<file path="config.mk">
export PLATFORM = sky130hd
export DESIGN_NAME = demux2_stream
export DESIGN_NICKNAME = d
export VERILOG_FILES = /design/src/rtl/demux2_stream.sv
export SDC_FILE = /design/constraint.sdc
export NUM_CORES = 1
export LEC_CHECK = 0
export BUFFER_PORTS_ARGS = -buffer_cell sky130_fd_sc_hd__buf_2
export CELL_PAD_IN_SITES_DETAIL_PLACEMENT = 1
export CELL_PAD_IN_SITES_GLOBAL_PLACEMENT = 2
export CORE_MARGIN = 8
export CORE_UTILIZATION = 35
export DETAILED_ROUTE_END_ITERATION = 8
export MAX_ROUTING_LAYER = met4
export PLACE_DENSITY_LB_ADDON = 0.1
export SYNTH_ARGS = -nofsm -noshare
export SYNTH_HDL_FRONTEND = slang
export SYNTH_SLANG_ARGS = --single-unit
export TNS_END_PERCENT = 50
</file>
<file path="constraint.sdc">
create_clock -name clk -period 4.76 [get_ports clk]
set_clock_uncertainty 0.2 [all_clocks]
set_input_delay 0 -clock clk [delete_from_list [all_inputs] [get_ports clk]]
set_output_delay 0 -clock clk [all_outputs]
set_load 0.005 [all_outputs]
</file>
<file path="src/rtl/demux2_stream.sv">
// demux2_stream: routes one input stream to one of two output streams.
// Each output has its own 2-entry {last, data} FIFO, so a stalled output
// never blocks beats routed to the other one.
// Build option DEMUX2_PKT_LOCK_EN: when defined, the select seen on the first
// beat of a multi-beat packet is latched and held until the beat carrying
// I_LAST, so a whole packet always lands on one output. When undefined,
// every beat is routed by the current S and I_LAST is only forwarded.
module demux2_stream #(
   parameter int C_WIDTH = 8
) (
   input  logic               clk,
   input  logic               rst,
   input  logic               S,
   input  logic [C_WIDTH-1:0] I_DATA,
   input  logic               I_VALID,
   input  logic               I_LAST,
   output logic               I_READY,
   output logic [C_WIDTH-1:0] O0_DATA,
   output logic               O0_VALID,
   output logic               O0_LAST,
   input  logic               O0_READY,
   output logic [C_WIDTH-1:0] O1_DATA,
   output logic               O1_VALID,
   output logic               O1_LAST,
   input  logic               O1_READY
);

   typedef enum logic {
      IDLE = 1'b0,
      BUSY = 1'b1
   } state_t;

   state_t                  state;
   logic                    lock_sel;
   logic                    route;
   logic                    hs_in;
   logic [1:0]              o_ready;
   logic [1:0]              full;
   logic [1:0]              nonempty;
   logic [1:0][C_WIDTH:0]   head;

   // Route follows the latched select only while a packet is in flight.
   assign route   = (state == BUSY) ? lock_sel : S;

   // Ready looks only at the routed FIFO's occupancy, never at the
   // downstream ready, so there is no combinational ready path through us.
   assign I_READY = ~full[route];
   assign hs_in   = I_VALID & I_READY;
   assign o_ready = {O1_READY, O0_READY};

`ifdef DEMUX2_PKT_LOCK_EN
   state_t state_nxt;

   // State register; the select is captured on the first beat of a
   // multi-beat packet and held for the rest of it.
   always_ff @(posedge clk) begin
      if (rst) begin
         state    <= IDLE;
         lock_sel <= 1'b0;
      end else begin
         state <= state_nxt;
         if (state == IDLE && hs_in && !I_LAST)
            lock_sel <= S;
      end
   end

   // Next state: open a packet on a non-last beat, close it on the last.
   always_comb begin
      state_nxt = state;
      case (state)
         IDLE:    if (hs_in && !I_LAST) state_nxt = BUSY;
         BUSY:    if (hs_in &&  I_LAST) state_nxt = IDLE;
         default: state_nxt = IDLE;
      endcase
   end
`else
   // Without packet locking there is nothing to remember between beats.
   assign state    = IDLE;
   assign lock_sel = 1'b0;
`endif

   for (genvar g = 0; g < 2; g++) begin : g_fifo
      logic [1:0]            cnt;
      logic                  rptr;
      logic                  wptr;
      logic [1:0][C_WIDTH:0] mem;
      logic                  push;
      logic                  pop;

      assign push        = hs_in & (route == 1'(g));
      assign pop         = nonempty[g] & o_ready[g];
      assign full[g]     = cnt[1];
      assign nonempty[g] = |cnt;
      assign head[g]     = mem[rptr];

      // Two-entry ring buffer; storage is cleared on reset so the outputs
      // read as zero afterwards. Simultaneous push and pop keep the count.
      always_ff @(posedge clk) begin
         if (rst) begin
            cnt  <= 2'd0;
            rptr <= 1'b0;
            wptr <= 1'b0;
            mem  <= '0;
         end else begin
            if (push) begin
               mem[wptr] <= {I_LAST, I_DATA};
               wptr      <= ~wptr;
            end
            if (pop)
               rptr <= ~rptr;
            case ({push, pop})
               2'b10:   cnt <= cnt + 2'd1;
               2'b01:   cnt <= cnt - 2'd1;
               default: cnt <= cnt;
            endcase
         end
      end
   end

   assign O0_VALID = nonempty[0];
   assign O0_DATA  = head[0][C_WIDTH-1:0];
   assign O0_LAST  = head[0][C_WIDTH];
   assign O1_VALID = nonempty[1];
   assign O1_DATA  = head[1][C_WIDTH-1:0];
   assign O1_LAST  = head[1][C_WIDTH];

endmodule
</file>
==> impl_metrics.json <==
{
  "pin_count": 36,
  "postSynthAreaPerCell_um2": 8.635,
  "grt_max_degree": 45,
  "hold_path.class": "in2reg",
  "routedWlPerCell_um": 14.76,
  "layout-drive-gt1-share": 0.2595,
  "cts_tree": "done",
  "hold_violations": 0,
  "synthCells": 223,
  "rows": 27,
  "drt_first_pass_iters": 4,
  "yosysMostFrequentCell": "nand2_1",
  "worst_setup_path_end_kind": "register",
  "htree_num_levels": 2,
  "crit_slowest_cell": "or3b_2",
  "globalRoute.totalOverflow": 0,
  "p_total_uw": 963.5,
  "critical_path_arrival_ns": 2.05,
  "netlist_top_cells_area": "dfxtp_1 46%, nand2_1 14%, mux2_2 11%, a21oi_1 10%, xnor2_1 1.8%",
  "start_util": 0.3563,
  "crit_type": "reg2reg",
  "cts_resized": 0,
  "synth_area_mm2": 0.001926,
  "async_reset_ff_frac": 0,
  "ys_ff_latch": 44,
  "die_h_um": 90.18,
  "cts-buffers-inserted": 5,
  "cap_viol_max_count": 0,
  "critPathLaunchType": "register",
  "viasPerCell": 4.913,
  "core-area_mm2": 0.005405,
  "ys_types": 26,
  "status": "finished, final reports clean",
  "synth_mux_area_frac": 0.1105,
  "die_w_um": 90.18,
  "cts_sinks": 44,
  "ctsLongestPathBuffers": 2,
  "dieArea_mm2": 0.008132,
  "clk_pin_slew_ns": 0.09,
  "remaining_drc_errors": 0,
  "worst_pin_slew_ns": 0.9398,
  "period_needed_ns": 2.033,
  "detail-route-antenna-nets": 0,
  "synth-compound-area-share": 0.1189,
  "synth-seq-area-share": 0.4574,
  "crit_fanout": 10,
  "synthXorXnorAreaFrac": 0.02729,
  "tns_ns": 0,
  "synth_edf_count": 0,
  "place.gp.congestion": 0.7071,
  "area_growth_pct": 21.25,
  "leakage_nw": 0.9137,
  "track_usage": 0.1278,
  "synth.top_cell.area_share": 0.4574,
  "slew_viol_final": 0,
  "rsz0062_at_grt": "false",
  "synthAdderAreaFrac": 0.01300,
  "drt_wl_total_mm": 4.930,
  "num_vias": 1641,
  "yosysTopAreaCell": "dfxtp_1",
  "clock.fmax_mhz": 492.0,
  "setup_violations": 0,
  "cp_data_required_time_ns": 4.78,
  "synth_top_cells_by_count": "74 x nand2_1, 44 x dfxtp_1, 39 x a21oi_1",
  "clk_latency_ns": 0.29,
  "power_density_mw_per_mm2": 412.7,
  "nets": 278,
  "root_buffer": "clkbuf_8",
  "ys_warn_count": 0,
  "syn-num-nets": 240,
  "num_antenna_cells": 0,
  "antenna_found_initial": 0,
  "synth_top_family_by_area": "simple AND/OR/NAND/NOR gates",
  "dp_hpwl_mm": 3.313,
  "max_slew_margin": 0.3645,
  "io_buffers": 35,
  "grt_pass1_wl_mm": 8.314,
  "grt_pass1_vias": 1638,
  "vdd_drop_max_uv": 195.7,
  "num-fill-cells": 639,
  "final.period_utilization": 0.4270,
  "crit_chain": "or3b_2 -> ha_1 -> or3_1 -> a21oi_1",
  "yosys.area_share.simple": 0.2261,
  "synth_top_flop_cell": "dfxtp_1",
  "drtIter0Drc": 68,
  "critPathMaxStageDelay_ns": 0.52
}
## report_power, final
| group | internal, mW | switching [mW] |
|---|---|---|
| Sequential | 0.405 | 0.0554 |
| Clock | 0.156 | 0.125 |
| Combinational | 0.124 | 0.0978 |
| Total | 0.685 | 0.279 |
## repair_timing
| action | CTS | global route |
|---|---|---|
| setup buffers | 0 | 0 |
| hold endpoints to repair | 39 | 0 |
| hold buffers | 12 | 0 |
## state kept, by name (all words and copies together), names as in the netlist
register / flops
g_fifo.rptr: 2
g_fifo.cnt: 4
g_fifo.mem: 36
g_fifo.wptr: 2
## metrics by stage
step	setup slack, ns	instance area, µm²	hold slack (ns)	util	instances
floorplan	2.815	1926	-0.06404	-	223
global placement	2.749	2107	0.08869	0.3898	314
detailed placement	2.729	2107	0.09115	0.3898	314
CTS	2.706	2335	0.01167	0.4319	334
global route	2.600	2335	0.03446	0.4319	334
finish	2.727	2335	0.004508	0.4319	334
## worst paths after layout
path                                          to  slack (ns)        startpoint  depth (start not counted)
worst max-delay path            g_fifo[0].cnt[1]        2.73  g_fifo[0].cnt[1]                          4
worst max register to register  g_fifo[0].cnt[1]        2.73  g_fifo[0].cnt[1]                          4
worst min register to register  g_fifo[0].mem[4]        0.25  g_fifo[0].mem[4]                          2
worst min-delay path            g_fifo[0].mem[3]       0.005                 S                          4
## layout by cell type, fill, tap and decap left out, drive strengths merged
cell type / netlist / layout
nand4b: 1 / 1
mux2i: 1 / 1
and4bb: 1 / 1
xnor2: 4 / 4
clkinv: 0 / 1
clkbuf: 7 / 6
and4b: 1 / 1
nor4bb: 1 / 1
nor4b: 1 / 1
or2: 2 / 2
dlygate4sd3: 0 / 12
mux2: 18 / 18
a21oi: 40 / 40
nand2: 74 / 74
nand3b: 1 / 1
nor2: 4 / 4
or4b: 1 / 1
or3b: 1 / 1
ha: 2 / 2
buf: 9 / 35
nand4bb: 2 / 2
o21ai: 2 / 2
xor2: 2 / 2
bufinv: 0 / 1
o21a: 2 / 2
or3: 2 / 2
dfxtp: 44 / 44
## routing by layer
layer	vias to the layer above	track usage	wire length [µm]	share of wire
met2	26	0.2049	2302	0.47
met3	7	0.03408	174	0.035
li1	825	-	-	-
met1	783	0.1549	2406	0.49
met4	0	0.03329	46	0.0093
met5	-	-	0	0
## cell families after synthesis
group	after synthesis
mux	19
xor+xnor	6
flops	44
buf+inv	16
fa+ha+maj	2
simple gates	92
compound gates	44
## layout make-up
type	instances	area, µm²	share of cell area
Multi-Input combinational cell	163	960.9	0.4116
Clock buffer	6	72.57	0.03108
Timing Repair Buffer	47	295.3	0.1265
Sequential cell	44	880.8	0.3773
Clock inverter	2	35.03	0.01501
Tap cell	72	90.09	0.03859
## worst max-delay path: cells and delay by family (launching register included)
kind            cells  cell delay [ns]
flops               1             0.41
fa+ha+maj           1             0.34
compound gates      1             0.14
simple gates        2             0.87
(Power assumes the default switching activity.)
